===== src/rtl/mult_share_arbiter.sv =====
// Round-robin arbiter sharing one combinational multiplier among NREQ requesters.
// Operands are registered, the product is sampled after a fixed settle window and returned with its ID.
module mult_share_arbiter #(
    parameter int unsigned NREQ      = 4,
    parameter int unsigned M_WID     = 32,
    parameter int unsigned Q_WID     = 32,
    parameter int unsigned MC_CYCLES = 2,
    localparam int unsigned IDW      = (NREQ > 1) ? $clog2(NREQ) : 1
) (
    input  logic                     clk,
    input  logic                     rst,
    input  logic [NREQ-1:0]          req_valid,
    output logic [NREQ-1:0]          req_ready,
    input  logic [NREQ*M_WID-1:0]    req_m,
    input  logic [NREQ*Q_WID-1:0]    req_q,
    output logic [M_WID-1:0]         mul_m,
    output logic [Q_WID-1:0]         mul_q,
    input  logic [M_WID+Q_WID-1:0]   mul_product,
    output logic                     rsp_valid,
    input  logic                     rsp_ready,
    output logic [IDW-1:0]           rsp_id,
    output logic [M_WID+Q_WID-1:0]   rsp_product,
    output logic                     busy
);

    localparam int unsigned CNT_W = (MC_CYCLES > 1) ? $clog2(MC_CYCLES) : 1;

    typedef enum logic [1:0] {StIdle, StCalc, StResp} state_e;

    state_e           state_q, state_d;
    logic [IDW-1:0]   ptr_q;
    logic [CNT_W-1:0] cnt_q;

    logic             grant_found;
    logic [IDW-1:0]   grant_idx;
    logic [IDW:0]     scan_idx;
    logic [M_WID-1:0] sel_m;
    logic [Q_WID-1:0] sel_q;
    logic             accept;
    logic             rsp_fire;

    // Scan from ptr upward with wrap; the first valid requester wins.
    always_comb begin
        grant_found = 1'b0;
        grant_idx   = '0;
        scan_idx    = '0;
        for (int i = 0; i < NREQ; i++) begin
            scan_idx = {1'b0, ptr_q} + (IDW+1)'(i);
            if (scan_idx >= (IDW+1)'(NREQ)) begin
                scan_idx = scan_idx - (IDW+1)'(NREQ);
            end
            if (!grant_found && req_valid[scan_idx[IDW-1:0]]) begin
                grant_found = 1'b1;
                grant_idx   = scan_idx[IDW-1:0];
            end
        end
    end

    always_comb begin
        sel_m = req_m[int'(grant_idx)*M_WID +: M_WID];
        sel_q = req_q[int'(grant_idx)*Q_WID +: Q_WID];
    end

    assign accept   = (state_q == StIdle) && grant_found;
    assign rsp_fire = (state_q == StResp) && rsp_ready;

    always_comb begin
        req_ready = '0;
        if (!rst && accept) begin
            req_ready = NREQ'(1) << grant_idx;
        end
    end

    always_comb begin
        state_d = state_q;
        unique case (state_q)
            StIdle: if (grant_found) state_d = StCalc;
            StCalc: if (cnt_q == '0) state_d = StResp;
            StResp: if (rsp_ready) state_d = StIdle;
            default: state_d = StIdle;
        endcase
    end

    always_ff @(posedge clk) begin
        if (rst) begin
            state_q <= StIdle;
        end else begin
            state_q <= state_d;
        end
    end

    always_ff @(posedge clk) begin
        if (rst) begin
            ptr_q       <= '0;
            cnt_q       <= '0;
            mul_m       <= '0;
            mul_q       <= '0;
            rsp_valid   <= 1'b0;
            rsp_id      <= '0;
            rsp_product <= '0;
        end else begin
            if (accept) begin
                mul_m  <= sel_m;
                mul_q  <= sel_q;
                rsp_id <= grant_idx;
                cnt_q  <= CNT_W'(MC_CYCLES - 1);
            end
            if (state_q == StCalc) begin
                if (cnt_q != '0) begin
                    cnt_q <= cnt_q - 1'b1;
                end else begin
                    rsp_product <= mul_product;
                    rsp_valid   <= 1'b1;
                end
            end
            if (rsp_fire) begin
                rsp_valid <= 1'b0;
                ptr_q     <= (rsp_id == IDW'(NREQ - 1)) ? '0 : rsp_id + 1'b1;
            end
        end
    end

    assign busy = (state_q != StIdle);

endmodule

===== config.mk =====
export PLATFORM = sky130hd
export DESIGN_NAME = mult_share_arbiter
export DESIGN_NICKNAME = d
export VERILOG_FILES = /design/src/rtl/mult_share_arbiter.sv
export SDC_FILE = /design/constraint.sdc
export NUM_CORES = 1
export LEC_CHECK = 0
export CAP_MARGIN = 20
export CORE_AREA = 2 2 179 181
export DETAILED_ROUTE_END_ITERATION = 12
export DIE_AREA = 0 0 181 183
export GPL_TIMING_DRIVEN = 0
export PLACE_DENSITY = 0.48
export SKIP_LAST_GASP = 1
export SLEW_MARGIN = 20
export SYNTH_ARGS = -nofsm -noshare
export SYNTH_HDL_FRONTEND = slang
export SYNTH_SLANG_ARGS = --single-unit
export TNS_END_PERCENT = 1

===== constraint.sdc =====
create_clock -name clk -period 1.8 [get_ports clk]
set_input_delay 0.27 -clock clk [delete_from_list [all_inputs] [get_ports clk]]
set_output_delay 0.27 -clock clk [all_outputs]
set_load 0.05 [all_outputs]

==> results of run 1 <==
-- path summary, 6_finish.rpt --
kind | slack, ns | cells past startpoint | from | endpoint
setup / recovery | -0.23 | 5 | ptr_q[0] | req_ready[0]
hold / removal | 0.39 | 3 | mul_product[44] | rsp_product[44]
setup reg to reg | -0.18 | 7 | ptr_q[0] | mul_q[19]
hold reg to reg | 0.45 | 2 | rsp_product[57] | rsp_product[57]
-- cells in the final DEF, fill, tap and decap left out, types with 13 or more instances in the layout --
| cell type | count |
|---|---|
| clkbuf_2 | 16 |
| buf_4 | 13 |
| clkdlybuf4s50_1 | 452 |
| a21oi_1 | 72 |
| mux2i_1 | 64 |
| clkbuf_1 | 15 |
| clkbuf_16 | 17 |
| nand2_1 | 131 |
| dfxtp_1 | 132 |
| a222oi_1 | 64 |
| o21ai_1 | 64 |
-- power by group through the flow --
stage | Clock [W] | Sequential (W) | Combinational, W
4_1_cts | 0.00399 | 0.00356 | 0.00388
3_3_place_gp | 0 | 0.00362 | 0.00382
6_report | 0.00385 | 0.00357 | 0.00386
3_5_place_dp | 0 | 0.00362 | 0.00382
5_1_grt | 0.00409 | 0.00361 | 0.00408
2_1_floorplan | 0 | 0.00476 | 0.000866
-- metal layers --
layer / GRT usage / vias up / share of wire
li1: - / 3376 / -
met1: 0.215 / 3284 / 0.39
met2: 0.347 / 338 / 0.50
met3: 0.0733 / 23 / 0.094
met4: 0.0550 / 0 / 0.014
met5: 0 / - / 0
-- metrics by stage --
stage	total power [W]	utilization	TNS [ns]	setup slack, ns
floorplan	0.00563	-	-4.15	-0.178
global placement	0.00743	0.349	-87.20	-1.49
detailed placement	0.00744	0.349	-87.76	-1.51
CTS	0.0114	0.375	-32.38	-0.310
global route	0.0118	0.377	-34.00	-0.320
finish	0.0113	0.377	-15.50	-0.230
-- state kept, by name, summed over array words and instances, names as in the netlist --
signal and cells:
rsp_product 64, cnt_q 1, mul_q 32, ptr_q 2
rsp_id 2, state_q 2, rsp_valid 1, mul_m 32
-- worst reg2reg max path: stages (launching register included) --
cell      delay [ns]
dfxtp_4         0.36
nand2b_4        0.17
a311oi_4        0.33
nor4b_4         0.09
buf_4           0.22
buf_4           0.21
a222oi_1        0.36
o21ai_1         0.12
-- repair_timing --
item	CTS	global route
resized for setup	71	28
pin swaps	6	6
endpoints found under the setup margin	241	262
hold buffers	0	0
buffers inserted	8	0
-- area by class of cell --
cell class,instances,area (um2),share of cell area
plain buffers,56,359,0.0305
clock inverters,14,186,0.0158
clock buffers,18,439,0.0373
flip-flops and latches,136,2730,0.232
well taps,402,503,0.0427
inverters,7,26.3,0.00223
repair buffers,469,4670,0.397
diodes,5,12.5,0.00106
multi-input cells,441,2840,0.241
-- kinds of logic (layout without fill, tap and decap cells) --
| group | after synthesis | count (layout) | share of synthesized area |
|---|---|---|---|
| muxes | 65 | 65 | 0.113 |
| and+or+nand+nor | 164 | 164 | 0.117 |
| AOI/OAI and AO/OA | 211 | 211 | 0.244 |
| DFF | 136 | 136 | 0.471 |
| buffers and inverters | 64 | 564 | 0.0530 |
| adders and majority gates | 1 | 1 | 0.00216 |
| other | 0 | 5 | 0 |
==> run_summary.xml, run 1 <==
<?xml version="1.0" encoding="UTF-8"?>
<metrics>
  <group name="grt">
    <metric name="grt_pass1_wl" unit="um">47400</metric>
    <metric name="initial_antenna_violation_count" unit="">7</metric>
    <metric name="grt_max_degree" unit="">17</metric>
    <metric name="first_global_vias" unit="">7350</metric>
    <metric name="globalRoute.totalOverflow" unit="">0</metric>
    <metric name="track_usage" unit="">0.194</metric>
  </group>
  <group name="power">
    <metric name="leakagePower" unit="nW">4.24</metric>
    <metric name="power_density" unit="nW/um2">958</metric>
    <metric name="vdd_ir_drop_max" unit="uV">565</metric>
    <metric name="p_clk_frac" unit="">0.341</metric>
    <metric name="pwr-share-seq" unit="">0.316</metric>
    <metric name="power.share.combinational" unit="">0.343</metric>
    <metric name="swShare" unit="">0.359</metric>
    <metric name="p_int" unit="W">0.00724</metric>
    <metric name="switchingPower" unit="W">0.00404</metric>
  </group>
  <group name="cells_and_area">
    <metric name="nFillCells" unit="">3221</metric>
    <metric name="final_cell_count_no_fill" unit="">1548</metric>
    <metric name="syn_to_final_growth" unit="%">104</metric>
    <metric name="number_of_nets_in_the_final_layout" unit="">1456</metric>
    <metric name="design_area" unit="um2">11800</metric>
    <metric name="drive_gt1_frac" unit="">0.0903</metric>
  </group>
  <group name="synth">
    <metric name="synthesis.area" unit="um2">5780</metric>
    <metric name="postSynthCellCount" unit="">641</metric>
    <metric name="synth_enable_flop_cells" unit="">0</metric>
    <metric name="netlist.top_cell.by_area" unit="">dfxtp_1</metric>
    <metric name="synth_sequential_area_ratio" unit="">0.471</metric>
    <metric name="netlist-cell-type-count" unit="">36</metric>
    <metric name="syn-num-nets" unit="">969</metric>
    <metric name="synth_most_common_cell" unit="">dfxtp_1</metric>
    <metric name="synth_cell_count_leaders" unit="">dfxtp_1, nand2_1, a21oi_1, mux2i_1</metric>
    <metric name="synth-main-ff-cell" unit="">dfxtp_1</metric>
    <metric name="yosys_register_bits" unit="">136</metric>
    <metric name="ys_async_sr_fraction" unit="">0</metric>
    <metric name="synth-warning-count" unit="">0</metric>
    <metric name="avgSynthCellArea" unit="um2">9.02</metric>
    <metric name="yosys-top-cells-area" unit="">dfxtp_1, mux2i_1, a222oi_1, nand2_1, a21oi_1</metric>
    <metric name="yosysTopAreaCellShare" unit="">0.471</metric>
  </group>
  <group name="clock_network">
    <metric name="tritoncts.num_buffers" unit="">17</metric>
    <metric name="tritoncts" unit="">yes</metric>
    <metric name="worst_setup_hold_path_clk_slew" unit="ns">0.07</metric>
    <metric name="clock_latency" unit="ns">0.43</metric>
    <metric name="cts_htree_levels" unit="">4</metric>
    <metric name="clkSinkCount" unit="">136</metric>
    <metric name="cts.root.buffer_cell" unit="">clkbuf_16</metric>
    <metric name="clockBufferDepth" unit="">2</metric>
  </group>
  <group name="critical_path">
    <metric name="crit_path_max_delay_family" unit="">compound AO/OA/AOI/OAI gates</metric>
    <metric name="cpPeakStageDelay" unit="ns">0.36</metric>
    <metric name="crit_end_element" unit="">primary output</metric>
    <metric name="worstPathArrival" unit="ns">1.76</metric>
    <metric name="worst_path_fanout_max" unit="">5</metric>
    <metric name="worst_setup_path_start_kind" unit="">register</metric>
    <metric name="critPathKind" unit="">reg -&gt; out</metric>
    <metric name="cp_data_required_time" unit="ns">1.53</metric>
    <metric name="crit_path_top_delay_cell" unit="">dfxtp_4</metric>
    <metric name="crit_path_cell_trace" unit="">nand2b_4 -&gt; a2bb2oi_2 -&gt; a211oi_4 -&gt; clkbuf_8 -&gt; buf_8</metric>
    <metric name="crit_buf_inv" unit="">2</metric>
  </group>
  <group name="place">
    <metric name="hpwl_after_dpl" unit="um">25900</metric>
    <metric name="count_of_buffers_inserted_at_the_top_level_ports" unit="">461</metric>
    <metric name="globalplace.congestion" unit="">0.828</metric>
    <metric name="placed_area" unit="um2">10900</metric>
    <metric name="dpl.cell_count" unit="">1504</metric>
  </group>
  <group name="die">
    <metric name="num_rows" unit="">65</metric>
    <metric name="horiz_die_dim" unit="um">181</metric>
    <metric name="die-area" unit="um2">33100</metric>
    <metric name="chip_height" unit="um">183</metric>
    <metric name="design.core.area" unit="um2">31200</metric>
    <metric name="io-pin-count" unit="">463</metric>
    <metric name="floorplan.initialDensity" unit="">0.185</metric>
  </group>
  <group name="sta">
    <metric name="max_slew_margin" unit="">0.562</metric>
    <metric name="finalHoldViolations" unit="">0</metric>
    <metric name="setup_viol_count_final" unit="">195</metric>
    <metric name="final_critical_path_setup_slack" unit="ns">-0.230</metric>
    <metric name="timing_worst_slew_pin_value" unit="ns">0.655</metric>
    <metric name="final.hold.worst_slack" unit="ns">0.386</metric>
    <metric name="final_min_period_over_clock_period" unit="">1.13</metric>
    <metric name="rsz_0062_raised_after_global_routing" unit="">true</metric>
    <metric name="max_freq" unit="GHz">0.493</metric>
    <metric name="clock-skew-final" unit="ns">0.0113</metric>
    <metric name="post-route-min-period" unit="ns">2.03</metric>
    <metric name="slew_viol_final" unit="">0</metric>
  </group>
  <group name="routing">
    <metric name="detail_route.wl_per_cell" unit="um">21.3</metric>
    <metric name="drt_first_iter_violations" unit="">554</metric>
    <metric name="first_pass_iters" unit="">9</metric>
    <metric name="num_vias" unit="">7021</metric>
    <metric name="route.detailed.drc" unit="">0</metric>
    <metric name="drtAntennaViolNets" unit="">0</metric>
    <metric name="postRouteWirelength" unit="um">33000</metric>
    <metric name="post_drt_via_cell_ratio" unit="">4.54</metric>
  </group>
  <group name="worst_hold_path">
    <metric name="hold_path_class" unit="">in -&gt; reg</metric>
  </group>
  <group name="outcome">
    <metric name="status" unit="">finished, violations left</metric>
    <metric name="violations_in_the_final_reports" unit="">setup timing</metric>
  </group>
  <group name="run">
    <metric name="max-cap-violations" unit="">0</metric>
  </group>
</metrics>
(Power assumes the default switching activity.)
==> run 2, diff against run 1 <==
--- a/config.mk
+++ b/config.mk
@@ -11,6 +11,7 @@
 export DIE_AREA = 0 0 181 183
 export GPL_TIMING_DRIVEN = 0
 export PLACE_DENSITY = 0.48
+export RECOVER_POWER = 100
 export SKIP_LAST_GASP = 1
 export SLEW_MARGIN = 20
 export SYNTH_ARGS = -nofsm -noshare
==> results of run 2 <==
Final layout, timing and power as in run 1 (identical DEF).
==> run 3, diff against run 2 <==
--- a/config.mk
+++ b/config.mk
@@ -7,14 +7,15 @@
 export LEC_CHECK = 0
 export CAP_MARGIN = 20
 export CORE_AREA = 2 2 179 181
+export CTS_BUF_LIST = sky130_fd_sc_hd__clkbuf_16
 export DETAILED_ROUTE_END_ITERATION = 12
 export DIE_AREA = 0 0 181 183
 export GPL_TIMING_DRIVEN = 0
 export PLACE_DENSITY = 0.48
 export RECOVER_POWER = 100
 export SKIP_LAST_GASP = 1
-export SLEW_MARGIN = 20
+export SLEW_MARGIN = 5
 export SYNTH_ARGS = -nofsm -noshare
 export SYNTH_HDL_FRONTEND = slang
 export SYNTH_SLANG_ARGS = --single-unit
-export TNS_END_PERCENT = 1
+export TNS_END_PERCENT = 50
==> run 3 against run 2 <==
The run still ends with setup timing left; cell area fell by 2.0%; register-to-register slack barely moved; critical path depth is the same; total power down 3.7%; count of clock-buffer cells in the layout fell by 1; global-route usage shrank 0.065 points; wire length about the same; hold slack got worse by 0.016 ns; sequential share of layout area grew 0.50 points; core utilization shrank 0.76 points; worst setup slack better by 0.0049 ns; non-clock buffer count rose by 3; critical path type unchanged; largest power group unchanged.
==> run_summary.xml, run 3 (synthesized netlist as in run 1, its figures left out) <==
<?xml version="1.0" encoding="UTF-8"?>
<metrics>
  <group name="clock_network">
    <metric name="cts.root.buffer_cell" unit="">clkbuf_16</metric>
    <metric name="clockBufferDepth" unit="">2</metric>
    <metric name="holdBufCountCts" unit="">0</metric>
    <metric name="tritoncts" unit="">yes</metric>
    <metric name="worst_setup_hold_path_clk_slew" unit="ns">0.07</metric>
    <metric name="cts_htree_levels" unit="">4</metric>
    <metric name="clkSinkCount" unit="">136</metric>
    <metric name="clock_latency" unit="ns">0.44</metric>
    <metric name="tritoncts.num_buffers" unit="">17</metric>
  </group>
  <group name="cells_and_area">
    <metric name="max_flop_register" unit="">rsp_product</metric>
    <metric name="final_common_cell" unit="">clkdlybuf4s50_1</metric>
    <metric name="biggestRegsByFlops" unit="">rsp_product: 64 flops, mul_m: 32 flops, mul_q: 32 flops</metric>
    <metric name="final_cell_count_no_fill" unit="">1552</metric>
    <metric name="drive_gt1_frac" unit="">0.102</metric>
    <metric name="largest_register_ffs" unit="">64</metric>
    <metric name="final_core_util" unit="">0.369</metric>
    <metric name="syn_to_final_growth" unit="%">99.5</metric>
    <metric name="number_of_nets_in_the_final_layout" unit="">1459</metric>
    <metric name="final_cell_mix" unit="">clkdlybuf4s50_1, dfxtp_1, nand2_1, a21oi_1</metric>
  </group>
  <group name="routing">
    <metric name="num_vias" unit="">7082</metric>
    <metric name="first_pass_iters" unit="">5</metric>
    <metric name="post_drt_via_cell_ratio" unit="">4.56</metric>
    <metric name="drtAntennaViolNets" unit="">0</metric>
    <metric name="route.detailed.drc" unit="">0</metric>
    <metric name="detail_route.wl_per_cell" unit="um">21.2</metric>
    <metric name="postRouteWirelength" unit="um">33000</metric>
    <metric name="drt_first_iter_violations" unit="">492</metric>
  </group>
  <group name="sta">
    <metric name="setup_viol_count_final" unit="">130</metric>
    <metric name="timing_worst_slew_pin_value" unit="ns">0.671</metric>
    <metric name="final.setup.tns" unit="ns">-11.37</metric>
    <metric name="finalHoldViolations" unit="">0</metric>
    <metric name="final_critical_path_setup_slack" unit="ns">-0.225</metric>
    <metric name="final.hold.worst_slack" unit="ns">0.370</metric>
    <metric name="max_freq" unit="GHz">0.494</metric>
    <metric name="post-route-min-period" unit="ns">2.02</metric>
    <metric name="final_min_period_over_clock_period" unit="">1.12</metric>
    <metric name="rsz_0062_raised_after_global_routing" unit="">true</metric>
    <metric name="slew_viol_final" unit="">0</metric>
    <metric name="clock-skew-final" unit="ns">0.0105</metric>
    <metric name="max_slew_margin" unit="">0.555</metric>
  </group>
  <group name="grt">
    <metric name="globalRoute.totalOverflow" unit="">0</metric>
    <metric name="track_usage" unit="">0.193</metric>
    <metric name="grt_max_degree" unit="">17</metric>
    <metric name="grt_pass1_wl" unit="um">47100</metric>
    <metric name="first_global_vias" unit="">7153</metric>
    <metric name="initial_antenna_violation_count" unit="">9</metric>
  </group>
  <group name="die">
    <metric name="die-area" unit="um2">33100</metric>
    <metric name="num_rows" unit="">65</metric>
    <metric name="design.core.area" unit="um2">31200</metric>
    <metric name="floorplan.initialDensity" unit="">0.185</metric>
    <metric name="chip_height" unit="um">183</metric>
    <metric name="io-pin-count" unit="">463</metric>
    <metric name="horiz_die_dim" unit="um">181</metric>
  </group>
  <group name="critical_path">
    <metric name="startpoint" unit="">ptr_q[0]</metric>
    <metric name="reg2reg_setup_slack" unit="ns">-0.17</metric>
    <metric name="r2r-start" unit="">ptr_q[1]</metric>
    <metric name="crit_path_cell_trace" unit="">nand2b_4 -&gt; a2bb2oi_1 -&gt; a211oi_4 -&gt; clkbuf_8 -&gt; buf_8</metric>
    <metric name="cp_data_required_time" unit="ns">1.53</metric>
    <metric name="cpPeakStageDelay" unit="ns">0.36</metric>
    <metric name="worst_path_fanout_max" unit="">5</metric>
    <metric name="worst_setup_path_start_kind" unit="">register</metric>
    <metric name="critPathKind" unit="">reg -&gt; out</metric>
    <metric name="crit_path_top_delay_cell" unit="">dfxtp_4</metric>
    <metric name="worstPathArrival" unit="ns">1.75</metric>
    <metric name="crit_end_element" unit="">primary output</metric>
  </group>
  <group name="power">
    <metric name="power_density" unit="nW/um2">942</metric>
    <metric name="p_int" unit="W">0.00678</metric>
    <metric name="leakagePower" unit="nW">4.24</metric>
    <metric name="pwr-share-seq" unit="">0.328</metric>
    <metric name="p_clk_frac" unit="">0.326</metric>
    <metric name="switchingPower" unit="W">0.00408</metric>
    <metric name="vdd_ir_drop_max" unit="uV">596</metric>
    <metric name="post-layout-total-power" unit="W">0.0109</metric>
    <metric name="power.share.combinational" unit="">0.346</metric>
    <metric name="swShare" unit="">0.376</metric>
  </group>
  <group name="place">
    <metric name="globalplace.congestion" unit="">0.835</metric>
    <metric name="count_of_buffers_inserted_at_the_top_level_ports" unit="">461</metric>
    <metric name="dpl.cell_count" unit="">1504</metric>
    <metric name="hpwl_after_dpl" unit="um">25400</metric>
  </group>
  <group name="outcome">
    <metric name="status" unit="">finished, violations left</metric>
    <metric name="violations_in_the_final_reports" unit="">setup timing</metric>
  </group>
  <group name="worst_hold_path">
    <metric name="hold_path_class" unit="">in -&gt; reg</metric>
    <metric name="worstHoldStart" unit="">mul_product[30]</metric>
  </group>
  <group name="run">
    <metric name="max-cap-violations" unit="">0</metric>
  </group>
</metrics>
run 3: metrics by stage:
stage	cell area (um2)	setup WS [ns]
after floorplan	5790	0.0471
after global placement	10900	-1.25
after detailed placement	10900	-1.28
after CTS	11700	-0.279
after global routing	11500	-0.288
final	11500	-0.225
run 3: worst paths after layout:
kind,end,cells past startpoint
worst min-delay path,rsp_product[30],3
worst max-delay path,req_ready[0],5
worst min register to register,rsp_product[45],2
worst max register to register,mul_q[5],8
run 3: area by class of cell:
class,count,area [um2]
clock buffer,17,425
clock inverter,15,141
sequential,136,2740
tap,402,503
antenna,6,15.0
inverter,7,28.8
fill,3266,19700
timing repair buffer,471,4410
buffer,57,395
multi-input combinational,441,2870
run 3: power groups by stage:
stage	Combinational (W)	Sequential, W	Clock [W]
2_1_floorplan	0.000869	0.00476	0
3_3_place_gp	0.00382	0.00361	0
3_5_place_dp	0.00382	0.00362	0
4_1_cts	0.00390	0.00356	0.00365
5_1_grt	0.00396	0.00360	0.00378
6_report	0.00376	0.00356	0.00354
run 3: metal layers:
metal / vias up / track usage / wire, um / share of wire
li1: 3381 / - / - / -
met1: 3333 / 0.205 / 12400 / 0.38
met2: 333 / 0.349 / 16800 / 0.51
met3: 33 / 0.0784 / 3070 / 0.093
met4: 2 / 0.0611 / 667 / 0.020
met5: - / 0 / 9 / 0.00027
run 3: repair_timing:
| item | 4_1_cts | 5_1_grt |
|---|---|---|
| endpoints found under the setup margin | 262 | 220 |
| gates resized for setup | 128 | 64 |
| pin swaps | 16 | 16 |
| buffers inserted | 8 | 3 |
run 3: worst max-delay path: cells and delay by family (launching register included):
kind / cells / cell delay, ns
buffers and inverters: 2 / 0.33
and+or+nand+nor: 1 / 0.16
DFF: 1 / 0.36
AOI/OAI and AO/OA: 2 / 0.47
